**src/rtl/fetch_sequencer.sv**
```systemverilog
// Dual-issue fetch front end: issues ROM reads against free queue space, buffers bundles, presents two {inst,pc} to decode.
// Decode sees data 2 cycles after enable; stalls issue when the queue could overflow; FETCH_SEQ_PERF_EN adds perf counters.
module fetch_sequencer #(
  parameter logic [31:0] RESET_PC = 32'h0000_0000,
  parameter int          QDEPTH   = 8
) (
  input  logic             i_clk,
  input  logic             i_rst_n,
  output logic             o_rom_en,
  output logic [31:0]      o_fetch_pc,
  input  logic [1:0][31:0] i_rom_insts,
  input  logic             i_redirect,
  input  logic [31:0]      i_redirect_pc,
  output logic [1:0][31:0] o_dec_insts,
  output logic [1:0][31:0] o_dec_pcs,
  output logic [1:0]       o_dec_valid,
  input  logic [1:0]       i_dec_take
`ifdef FETCH_SEQ_PERF_EN
  ,
  output logic [31:0]      o_full_stall_cycles,
  output logic [31:0]      o_redirect_count,
  output logic [31:0]      o_fetched_bundles
`endif
);

  localparam int AW = $clog2(QDEPTH);
  localparam int CW = AW + 1;
  typedef logic [AW-1:0] ptr_t;
  typedef logic [CW-1:0] cnt_t;
  localparam logic [CW:0] ISSUE_LIMIT = (CW+1)'(QDEPTH - 2);

  logic [31:0] pc_q, pc_d;
  logic [31:0] inflight_pc_q, inflight_pc_d;
  logic        inflight_q, inflight_d;
  ptr_t        head_q, head_d, tail_q, tail_d;
  cnt_t        count_q, count_d;
  logic [CW:0] occupancy;
  logic        push;
  ptr_t        head_nx, tail_nx;

  logic [31:0] inst_mem [QDEPTH];
  logic [31:0] pc_mem   [QDEPTH];

  // Occupancy counts the in-flight bundle as already queued, so a response always has room.
  always_comb begin
    occupancy     = {1'b0, count_q} + (inflight_q ? (CW+1)'(2) : '0);
    o_rom_en      = i_rst_n && !i_redirect && (occupancy <= ISSUE_LIMIT);
    push          = inflight_q && !i_redirect;
    pc_d          = pc_q;
    inflight_d    = o_rom_en;
    inflight_pc_d = inflight_pc_q;
    head_d        = head_q;
    tail_d        = tail_q;
    count_d       = count_q;
    if (i_redirect) begin
      pc_d    = i_redirect_pc;
      head_d  = '0;
      tail_d  = '0;
      count_d = '0;
    end else begin
      if (o_rom_en) begin
        inflight_pc_d = pc_q;
        pc_d          = pc_q + 32'd8;
      end
      head_d  = head_q + ptr_t'(i_dec_take);
      if (push) tail_d = tail_q + ptr_t'(2);
      count_d = count_q + (push ? cnt_t'(2) : '0) - cnt_t'(i_dec_take);
    end
  end

  always_ff @(posedge i_clk or negedge i_rst_n) begin
    if (!i_rst_n) begin
      pc_q          <= RESET_PC;
      inflight_q    <= 1'b0;
      inflight_pc_q <= '0;
      head_q        <= '0;
      tail_q        <= '0;
      count_q       <= '0;
    end else begin
      pc_q          <= pc_d;
      inflight_q    <= inflight_d;
      inflight_pc_q <= inflight_pc_d;
      head_q        <= head_d;
      tail_q        <= tail_d;
      count_q       <= count_d;
    end
  end

  assign tail_nx = tail_q + ptr_t'(1);
  assign head_nx = head_q + ptr_t'(1);

  always_ff @(posedge i_clk) begin
    if (push) begin
      inst_mem[tail_q]  <= i_rom_insts[0];
      inst_mem[tail_nx] <= i_rom_insts[1];
      pc_mem[tail_q]    <= inflight_pc_q;
      pc_mem[tail_nx]   <= inflight_pc_q + 32'd4;
    end
  end

  assign o_fetch_pc     = pc_q;
  assign o_dec_insts[0] = inst_mem[head_q];
  assign o_dec_insts[1] = inst_mem[head_nx];
  assign o_dec_pcs[0]   = pc_mem[head_q];
  assign o_dec_pcs[1]   = pc_mem[head_nx];
  assign o_dec_valid    = {count_q >= cnt_t'(2), count_q != '0};

`ifdef FETCH_SEQ_PERF_EN
  logic [31:0] stall_q, redir_q, fetched_q;

  always_ff @(posedge i_clk or negedge i_rst_n) begin
    if (!i_rst_n) begin
      stall_q   <= '0;
      redir_q   <= '0;
      fetched_q <= '0;
    end else begin
      if (!o_rom_en && !i_redirect && stall_q != '1) stall_q <= stall_q + 32'd1;
      if (i_redirect && redir_q != '1)               redir_q <= redir_q + 32'd1;
      if (push && fetched_q != '1)                   fetched_q <= fetched_q + 32'd1;
    end
  end

  assign o_full_stall_cycles = stall_q;
  assign o_redirect_count    = redir_q;
  assign o_fetched_bundles   = fetched_q;
`endif

  a_take_legal: assert property (@(posedge i_clk) disable iff (!i_rst_n)
    i_redirect || (i_dec_take != 2'd3 && cnt_t'(i_dec_take) <= count_q));
  a_count_max: assert property (@(posedge i_clk) disable iff (!i_rst_n)
    count_q <= cnt_t'(QDEPTH));

endmodule
```
**config.mk**
```make
export PLATFORM = sky130hd
export DESIGN_NAME = fetch_sequencer
export DESIGN_NICKNAME = d
export VERILOG_FILES = /design/src/rtl/fetch_sequencer.sv
export SDC_FILE = /design/constraint.sdc
export NUM_CORES = 1
export LEC_CHECK = 0
export ABC_CLOCK_PERIOD_IN_PS = 4920
export CORE_UTILIZATION = 53
export CTS_CLUSTER_DIAMETER = 100
export DETAILED_ROUTE_END_ITERATION = 8
export GPL_TIMING_DRIVEN = 0
export PLACE_DENSITY = 0.78
export SYNTH_ARGS = -nofsm -noshare
export SYNTH_HDL_FRONTEND = slang
export SYNTH_SLANG_ARGS = --single-unit
```
**constraint.sdc**
```tcl
create_clock -name i_clk -period 4.92 [get_ports i_clk]
set_input_delay 0.492 -clock i_clk [delete_from_list [all_inputs] [get_ports i_clk]]
set_output_delay 0.492 -clock i_clk [all_outputs]
set_load 0.02 [all_outputs]
```
==> impl_results.md, run 1 <==
* Status: complete, no violations
* Post-layout minimum cycle time at 4.833 ns
* Final setup viols at 0
* Share of layout cells above drive strength 1 at 0.1951
* Top-area cell type share of the netlist area at 0.5039
* Crit share post-route at 0.9824
* Nets at 2,670
* Yosys top cell by area: edfxtp_1
* GRT Util Overall at 0.3032
* Count of cell types in the netlist at 46
* Post-synthesis net count at 2,340
* Final hold slack at 0.2624 ns
* Port Buffers at 263
* Max Buffers Root-to-Sink at 3
* Crit path DAT at 4.34 ns
* Initial DRC count at 2,185
* Highest net fanout along the worst path at 10
* Largest net degree at the start of global routing at 90
* Worst VDD drop at 0.0003104 V
* Max-cap violation count at 0
* Syn Std Cell Area at 30,160 um2
* DIE AREA at 57,860 um2
* Core Region at 56,280 um2
* Detailed Route WL at 86,470 um
* CP endpoint kind: output port
* Mapped Cells at 2,222
* Clk sinks at 580
* WL/cell at 25.73 um
* Post-route DRC at 0
* Drt pass-1 iters at 6
* H-tree levels at 2
* FFs w/ async S/R, synth at 0.1276
* Mapped Avg Cell Area at 13.57 um2
* CTS tree: yes
* Final ANT Viol Nets at 0
* Die Wd at 240.5 um
* Max stage delay cell, worst path: buf_1
* Dominant synthesized flop cell: edfxtp_1
* Least-Margin Pin Slew at 1.300 ns
* P&R area growth vs syn at 18.48%
* Grt ovf at 0
* Via count at 20,810
* Final Hold Fails at 0
* Synth top area cells: edfxtp_1 50%, mux4_2 19%, nand2_1 7.4%
* Pwr dens at 421.4 nW/um2
* Yosys warns at 0
* Post-synthesis sequential area ratio at 0.5653
* Initial core utilization at 0.5359
* Clock-pin transition on the worst setup and hold timing paths at 0.06 ns
* Post-synthesis sequential element count at 580
* Crit-path cells: ha_1 > clkbuf_1 > buf_1 > clkbuf_2 > mux4_2 > mux2_2 > clkdlybuf4s50_1
* Number of synthesized flops with an enable pin at 506
* CP Launch Type: flop
* I/O Pins at 264
* Buffers and inverters on the worst path at 4
* Final GP Congestion at 0.8915
* Max Clk Rate at 206.9 MHz
* Initial antenna violation count at 5
* Power consumption at 15.06 mW
* Critical Path RT at 4.43 ns
* Vias/cell at 6.193
* Die height at 240.5 um
* Postcts setup bufs at 0
* Clk_lat worst skew at 0.63 ns
* Detailed Place HPWL at 56,760 um
* CP delay by family, top: buffers and inverters
* Slowest stage delay, CP at 0.58 ns
* Vias in the first global route at 21,420
* Num CTS Buffers at 58
* Global-route wire length before repair at 128,400 um
* CTS root buffer: clkbuf_16
* Crit path kind: reg -> out
* Max Slew Vio Count at 0
* Leak at 12.28 nW
* Rows at 87
* Relative slew slack at 0.1304
* HP Class: in -> async
* Clk_skew at 0.01009 ns
## area by class of cell
class	instances	area, um2
multi-input cells	1340	11970
well taps	756	945.9
clock buffers	88	1658
fillers	4045	20550
flip-flops and latches	580	17050
repair buffers	270	2805
plain buffers	282	1135
diodes	5	12.51
clock inverters	19	78.83
inverters	20	77.57
## worst paths after layout
check / from / slack (ns) / depth (start not counted) / to
max in group asynchronous: i_rst_n / 4.07 / 3 / count_q[2]
min reg2reg: o_fetch_pc[0] / 0.51 / 2 / inflight_pc_q[0]
max reg2reg: inflight_q / 1.64 / 6 / pc_mem[2][1]
max: head_q[1] / 0.09 / 7 / o_dec_pcs[62]
min in group i_clk: i_redirect_pc[26] / 0.42 / 3 / o_fetch_pc[26]
min: i_rst_n / 0.26 / 2 / o_fetch_pc[13]
## power breakdown
part	switching [mW]	leakage, nW	internal (mW)
clock network	1.85	0.845	2.30
logic	2.60	5.91	2.16
registers	0.212	5.52	5.94
total	4.66	12.3	10.4
## through the flow
stage	util	instance area [um2]	setup slack, ns	TNS, ns	cells
finish	0.6349	35730	0.08679	0	3360
global route	0.6348	35720	-0.01299	-0.06057	3358
CTS	0.6343	35700	-0.1901	-7.925	3355
detailed placement	0.6030	33930	0.3598	0	3247
global placement	0.5995	33740	-1.922	-487.53	3241
floorplan	-	30160	1.453	0	2222
## placed cells by master, fill, tap and decap left out, types with 5 or more instances in the layout
cell,netlist,layout
clkbuf_16,0,61
nor2_1,60,60
o311ai_0,7,7
o21ai_0,17,17
nand2_1,594,594
clkinv_2,0,6
nor3_1,9,9
xor2_1,35,35
edfxtp_1,506,506
mux2_2,131,131
and4_1,5,5
and2_1,5,5
clkbuf_8,0,6
clkdlybuf4s50_1,0,262
clkbuf_1,248,248
buf_2,6,8
nor2b_1,5,5
inv_1,14,13
buf_1,28,20
mux4_2,252,252
o211ai_1,10,10
nor4_1,10,10
diode_2,0,5
xnor2_1,91,91
nand4_1,25,25
buf_16,0,6
clkinv_1,2,15
nand3_1,29,29
ha_1,14,14
dfrtp_1,74,74
clkbuf_2,0,26
and3_1,6,6
## cell families after synthesis
family,share of synthesized area
adders and majority gates,0.007800
buffers and inverters,0.03784
muxes,0.2378
xor gates and xnor gates,0.03659
and+or+nand+nor,0.1018
AOI/OAI and AO/OA,0.01290
DFF,0.5653
## metal layers
metal	vias up	GRT usage	routed length [um]
met5	-	0	26
met4	4	0.1309	3313
met3	227	0.05604	9354
met2	1346	0.5173	43370
met1	10440	0.3802	30410
li1	8796	-	-
## Yosys cell counts (3+ instances only)
| cell | count |
|---|---|
| nand2_1 | 594 |
| edfxtp_1 | 506 |
| mux4_2 | 252 |
| clkbuf_1 | 248 |
| mux2_2 | 131 |
| xnor2_1 | 91 |
| dfrtp_1 | 74 |
| nor2_1 | 60 |
| xor2_1 | 35 |
| nand3_1 | 29 |
| buf_1 | 28 |
| nand4_1 | 25 |
| o21ai_0 | 17 |
| ha_1 | 14 |
| inv_1 | 14 |
| nor4_1 | 10 |
| o211ai_1 | 10 |
| nor3_1 | 9 |
| o311ai_0 | 7 |
| and3_1 | 6 |
| buf_2 | 6 |
| and2_1 | 5 |
| and4_1 | 5 |
| nor2b_1 | 5 |
| inv_2 | 4 |
| or3_1 | 4 |
| a31oi_1 | 3 |
| a32oi_1 | 3 |
| fa_1 | 3 |
## state kept, by name (all words and copies together), names as in the netlist
| register | flops |
|---|---|
| count_q | 4 |
| head_q | 3 |
| inflight_pc_q | 32 |
| inflight_q | 1 |
| inst_mem | 256 |
| o_fetch_pc | 32 |
| pc_mem | 250 |
| tail_q | 2 |
## repair_timing
action / CTS / global route
resized for setup: 12 / 35
endpoints found under the hold margin: 12 / 0
endpoints found under the setup margin: 93 / 103
hold buffers: 1 / 0
pin swaps: 0 / 0
(Power assumes the default switching activity.)
==> inputs of run 2 (changes only) <==
Settings changed: ABC_CLOCK_PERIOD_IN_PS 4920 to 6000, CORE_UTILIZATION 53 to 57, PLACE_DENSITY 0.78 to 0.8.
Clock period 4.92 ns to 6 ns, I/O delays scaled along.
==> run 2 against run 1 <==
Net effect: sequential cell count did not move; register-to-register slack improved by 1.1 ns; global-route usage rose by 2.2 points; worst hold slack improved by 0.22 ns; final area rose by 0.15%; non-clock buffer count rose by 3; die area fell by 7.0%; combinational power fell by 18%; critical path depth did not move; cell count fell by 2.1%; utilization rose by 5.6 points; sequential share of layout area fell by 0.073 points.
==> impl_results.md, run 2 (synthesized netlist as in run 1, its figures left out) <==
* Critical Path RT at 5.40 ns (+0.97 ns)
* Leak at 12.29 nW (+0.12%)
* Fillers at 3,341 (-17%)
* Rows at 83 (-4.6%)
* Share of layout cells above drive strength 1 at 0.1914 (-0.003684)
* HP Class: in -> async
* CTS tree: yes
* Crit path kind: reg -> out
* Max-cap violation count at 0 (unchanged)
* Power consumption at 12.60 mW (-16%)
* Commonest non-fill, non-tap cells in the layout: 594 x nand2_1, 506 x edfxtp_1, 262 x clkdlybuf4s50_1
* Initial antenna violation count at 6 (+1)
* Vias/cell at 6.416 (+3.6%)
* Clk_lat worst skew at 0.63 ns (about the same)
* Combinational power share at 0.310 (-0.006)
* Via count at 21,100 (+1.4%)
* Final instance area at 35,780 um2 (+0.15%)
* Final Hold Fails at 0 (unchanged)
* Final ANT Viol Nets at 0 (unchanged)
* Switching Fraction at 0.3084 (-0.001152)
* Worst VDD drop at 0.0002776 V (-11%)
* Buffers and inverters on the worst path at 5 (+1)
* Placed insts at 3,174 (-2.2%)
* Final GP Congestion at 0.8940 (+0.28%)
* RSZ-0062 raised after global routing: false
* CP endpoint kind: output port
* Die height at 232.0 um (-3.5%)
* Crit path DAT at 4.74 ns (+0.40 ns)
* H-tree levels at 2 (unchanged)
* Clock power frac at 0.289 (+0.013)
* Clk_skew at 0.02047 ns (+0.01038 ns)
* Final setup viols at 0 (unchanged)
* Biggest regs: inst_mem: 256 flops, pc_mem: 250 flops
* Post-layout minimum cycle time at 5.337 ns
* Max Slew Vio Count at 0 (unchanged)
* Clock-pin transition on the worst setup and hold timing paths at 0.06 ns (about the same)
* Pwr dens at 352.0 nW/um2 (-16%)
* Most used cell, CP: clkbuf_1
* Max Buffers Root-to-Sink at 3 (unchanged)
* CP Launch Type: flop
* Relative slew slack at 0.07407 (-0.05630)
* Setup WS pre-CTS at 1.382 ns (+1.023 ns)
* Crit path depth at 7 (unchanged)
* Max Clk Rate at 187.4 MHz
* WL/cell at 26.26 um (+2.0%)
* Crit-path cells: clkbuf_1 > buf_2 > clkbuf_1 > clkbuf_1 > mux4_2 > mux2_2 > clkdlybuf4s50_1
* Biggest register: inst_mem
* Final hold slack at 0.4851 ns (+0.2227 ns)
* CTS root buffer: clkbuf_16
* Post-route DRC at 0 (unchanged)
* GRT Util Overall at 0.3255 (+0.02227)
* Nets at 2,674 (+0.15%)
* Initial core utilization at 0.5819 (+0.04608)
* Status: complete, no violations
* Core Region at 51,820 um2 (-7.9%)
* Crit share post-route at 0.8895
* Least-Margin Pin Slew at 1.384 ns (+0.08417 ns)
* Clk sinks at 580 (unchanged)
* Global-route wire length before repair at 128,800 um (+0.35%)
* Commonest non-fill, non-tap cell in the layout: nand2_1
* CP delay by family, top: buffers and inverters
* Max reg flops at 256 (unchanged)
* Post-layout util at 0.6905 (+0.05566)
* Vias in the first global route at 21,680 (+1.2%)
* Final TNS setup at 0 ns (unchanged)
* Die Wd at 232.0 um (-3.5%)
* Reg power frac at 0.400 (-0.008)
* Internal at 8.711 mW (-16%)
* FF-to-FF path depth at 6 (unchanged)
* Slowest stage delay, CP at 0.75 ns (+0.17 ns)
* Port Buffers at 263 (unchanged)
* P&R area growth vs syn at 18.66%
* Grt ovf at 0 (unchanged)
* Detailed Route WL at 86,340 um (-0.15%)
* Initial DRC count at 2,584 (+18%)
* Post-cts resize count at 0 (-12)
* R2R setup slack at 2.70 ns (+1.06 ns)
* Largest net degree at the start of global routing at 54 (-40%)
* Drt pass-1 iters at 6 (unchanged)
* DIE AREA at 53,830 um2 (-7.0%)
* Worst Slack Setup Final at 0.6630 ns (+0.5762 ns)
* Highest net fanout along the worst path at 10 (unchanged)
* DP Area at 33,880 um2 (-0.16%)
* Sw power at 3.884 mW (-17%)
* I/O Pins at 264 (unchanged)
* Num CTS Buffers at 59 (+1.7%)
* Max stage delay cell, worst path: clkbuf_1
* Detailed Place HPWL at 57,840 um (+1.9%)
* Layout Cells excl Fill at 3,288 (-2.1%)
==> run 2: final cells by class <==
cell class | count | area (um2) | area share
sequential | 580 | 17050 | 0.4764
buffer | 282 | 1081 | 0.03021
timing repair buffer | 273 | 2865 | 0.08007
multi-input combinational | 1340 | 11970 | 0.3345
clock inverter | 26 | 237.7 | 0.006644
clock buffer | 81 | 1640 | 0.04584
inverter | 20 | 77.57 | 0.002168
tap | 680 | 850.8 | 0.02378
antenna | 6 | 15.01 | 0.0004196
==> run 2: final timing paths <==
kind / start / endpoint
min in group i_clk: o_fetch_pc[0] / inflight_pc_q[0]
max in group asynchronous: i_rst_n / tail_q[1]
worst min-delay path: i_rst_n / o_fetch_pc[28]
worst max register to register: inflight_q / pc_mem[6][0]
worst max-delay path: head_q[0] / o_dec_pcs[20]
worst min register to register: o_fetch_pc[0] / inflight_pc_q[0]
==> run 2: routing by layer <==
layer | part of all wire | global-route usage | up-vias
li1 | - | - | 8807
met1 | 0.35 | 0.4089 | 10560
met2 | 0.50 | 0.5490 | 1475
met3 | 0.11 | 0.06115 | 253
met4 | 0.043 | 0.1505 | 0
met5 | 0 | 0 | -
==> run 2: what timing repair did <==
action	in CTS	in global routing
endpoints found under the hold margin	37	0
setup endpoints to repair	0	0
hold buffers	1	0
setup buffers	0	0
==> run 2: worst reg2reg max path, stage by stage (launching register included) <==
cell      delay, ns
dfrtp_1        0.49
nor2b_1        0.17
clkbuf_1       0.28
nand2_1        0.44
inv_2          0.45
clkbuf_4       0.80
buf_12         0.32
==> run 2: power groups by stage <==
stage,registers (mW),logic (mW),clock network [mW]
2_1_floorplan,5.10,2.44,0
3_3_place_gp,5.13,3.76,0
3_5_place_dp,5.12,3.86,0
4_1_cts,5.04,3.90,3.64
5_1_grt,5.07,4.13,3.78
6_report,5.04,3.91,3.64
==> inputs of run 3 (changes only) <==
--- a/constraint.sdc
+++ b/constraint.sdc
@@ -3,2 +3,2 @@
 set_output_delay 0.6 -clock i_clk [all_outputs]
-set_load 0.02 [all_outputs]
+set_load 0.01 [all_outputs]
==> results of run 3 <==
The final DEF is identical to that of run 2. Status: complete, no violations.
Main changes from that run: setup slack after placement 1.382 ns -> 1.437 ns; setup slack after layout 0.6630 ns -> 0.7172 ns; total power 12.60 mW -> 12.37 mW; worst IR drop on VDD 0.0002776 V -> 0.0002774 V
==> RTL change: new RTL, config.mk and constraints of run 1 <==
`QDEPTH`: 8 -> 4.
--- a/src/rtl/fetch_sequencer.sv
+++ b/src/rtl/fetch_sequencer.sv
@@ -3,5 +3,5 @@
 module fetch_sequencer #(
   parameter logic [31:0] RESET_PC = 32'h0000_0000,
-  parameter int          QDEPTH   = 8
+  parameter int          QDEPTH   = 4
 ) (
   input  logic             i_clk,
Behaviour: not the same (a bounded check fails within 4 cycles, from zero or initial values and one cycle with i_rst_n low).
==> RTL change against run 1 <==
Area after synthesis fell by 45%; largest power group unchanged; clock skew hardly changed; routed wire length fell by 50%; power shrank 40%; count of clock-buffer cells in the layout is 46 lower; sequential cell count shrank 253; global-route usage is 2.9 points lower; cell count decreased by 41%; final area shrank 41%; clock power fell by 38%; non-clock buffer count is 68 lower; setup slack improved by 0.58 ns.
==> RTL change: results <==
[status]
status = finished clean

[critical_path]
r2r_end = inst_mem[1][10]$_DFFE_PP_
crit_start = i_rst_n
r2r-start = tail_q[1]$_DFFE_PN0N_
r2r_setup_slack_ns = 2.08
slowest_delay_ns = 0.68
cpMaxStageDelayCell = clkdlybuf4s50_1
path_max_fanout = 43
rr_worst_depth = 4

[yosys]
synth_cell_types = 55
yosysSeqAreaShare = 0.5739
ys_async_sr_fraction = 0.2171
postSynthCellCount = 1242
synth_edf_count = 256
synth_common_cells = edfxtp_1 (256), nand2_1 (250), clkbuf_1 (175)
synthesis.nets = 1350
synth_area_leaders = edfxtp_1 (47%), mux4_2 (17%), dfrtp_1 (11%)

[clock_tree]
ctsResizeCount = 0
cts_setup_buffers = 0
numCtsBuffers = 35
clk_latency_ns = 0.51
htreeDepth = 2

[pwr]
power_leakage_uw = 0.007364
vdd_drop_max_v = 0.0002273
switching_share = 0.3057

[finish]
fin_nets = 1660
n_fill_cell = 2101
antenna_cells = 0
instances_no_fill = 1974
drive_gt1_frac = 0.1572
largestRegisters = inst_mem (128), pc_mem (128)

[sta]
relSlewSlack = 0.3384
finClkSkew_ns = 0.01048

[placed_design]
dp_cells = 1910
place_area_sq_mm = 0.01984
port_buffers = 262
place_hpwl_mm = 30.34
gp_congestion = 0.8955

[global_routing]
grt_max_degree = 54
grt_pass1_wl_mm = 65.32
grt_use_total = 0.2743
antenna_found_initial = 1
grt_pass1_vias = 11489

[detailed_routing]
wl_per_cell_um = 21.78
drtIter0Drc = 1186
vias_per_cell = 5.853

[hold_path]
hold_class = input port to flip-flop
RTL change: changes by cell type in the layout (fill, tap and decap cells not counted), sizes merged, moves of 46 or more:
cell and change:
mux2 -95, xnor2 -46, nand2 -344, mux4 -124, edfxtp -250, clkbuf -124
RTL change: worst min-delay path, stage by stage:
cell and delay (ns):
buf_6 0.12, nor2b_1 0.05, o31ai_1 0.05, nand3_1 0.07
RTL change: power groups by stage:
stage | Clock, uW | Combinational, uW | Sequential (uW)
after floorplan | 0 | 1680 | 3690
after global placement | 0 | 2660 | 3710
after detailed placement | 0 | 2760 | 3710
after CTS | 2610 | 2780 | 3660
after global routing | 2710 | 2980 | 3700
final | 2590 | 2760 | 3670
RTL change: worst max path at each step:
| stage | cells past startpoint | slack (ns) | endpoint |
|---|---|---|---|
| floorplan | 4 | 0.90 | inst_mem[1][0]$_DFFE_PP_ |
| global placement | 4 | -1.45 | inst_mem[1][29]$_DFFE_PP_ |
| detailed placement | 8 | 1.18 | o_rom_en |
| CTS | 9 | 0.62 | o_rom_en |
| global route | 9 | 0.42 | o_rom_en |
| finish | 9 | 0.66 | o_rom_en |
RTL change: area by class of cell:
class / instances / share of cell area
Sequential cell: 327 / 0.4512
Multi-Input combinational cell: 694 / 0.2947
Timing Repair Buffer: 273 / 0.1358
Clock buffer: 42 / 0.04504
Buffer: 211 / 0.03931
Tap cell: 396 / 0.02362
Clock inverter: 21 / 0.008471
Inverter: 10 / 0.001909
RTL change: timing repair:
item	4_1_cts	5_1_grt
setup endpoints to repair	0	0
endpoints found under the hold margin	29	0
hold buffers	1	0
RTL change: cell families after synthesis:
group	after synthesis	share of synthesized area
and+or+nand+nor	393	0.1069
DFF	327	0.5739
xor gates and xnor gates	65	0.03452
AOI/OAI and AO/OA	62	0.02572
adders and majority gates	7	0.005766
muxes	167	0.2012
buffers and inverters	221	0.05197
RTL change: metal layers:
layer | routed length [um] | share of wire | vias up | track usage
met5 | 0 | 0 | - | 0
met1 | 16600 | 0.39 | 5823 | 0.3567
met3 | 3683 | 0.086 | 54 | 0.05264
li1 | - | - | 5121 | -
met2 | 21950 | 0.51 | 555 | 0.4727
met4 | 752 | 0.017 | 0 | 0.07062
RTL change: metrics by stage:
step                        util  hold slack (ns)  TNS (ns)  worst slack [ns]
after floorplan                -           0.1964         0            0.8982
after global placement    0.6412           0.5420   -166.33            -1.448
after detailed placement  0.6487           0.4508         0             1.184
after CTS                 0.6857           0.3220         0            0.6222
after global routing      0.6857           0.3686         0            0.4180
final                     0.6857           0.3337         0            0.6632
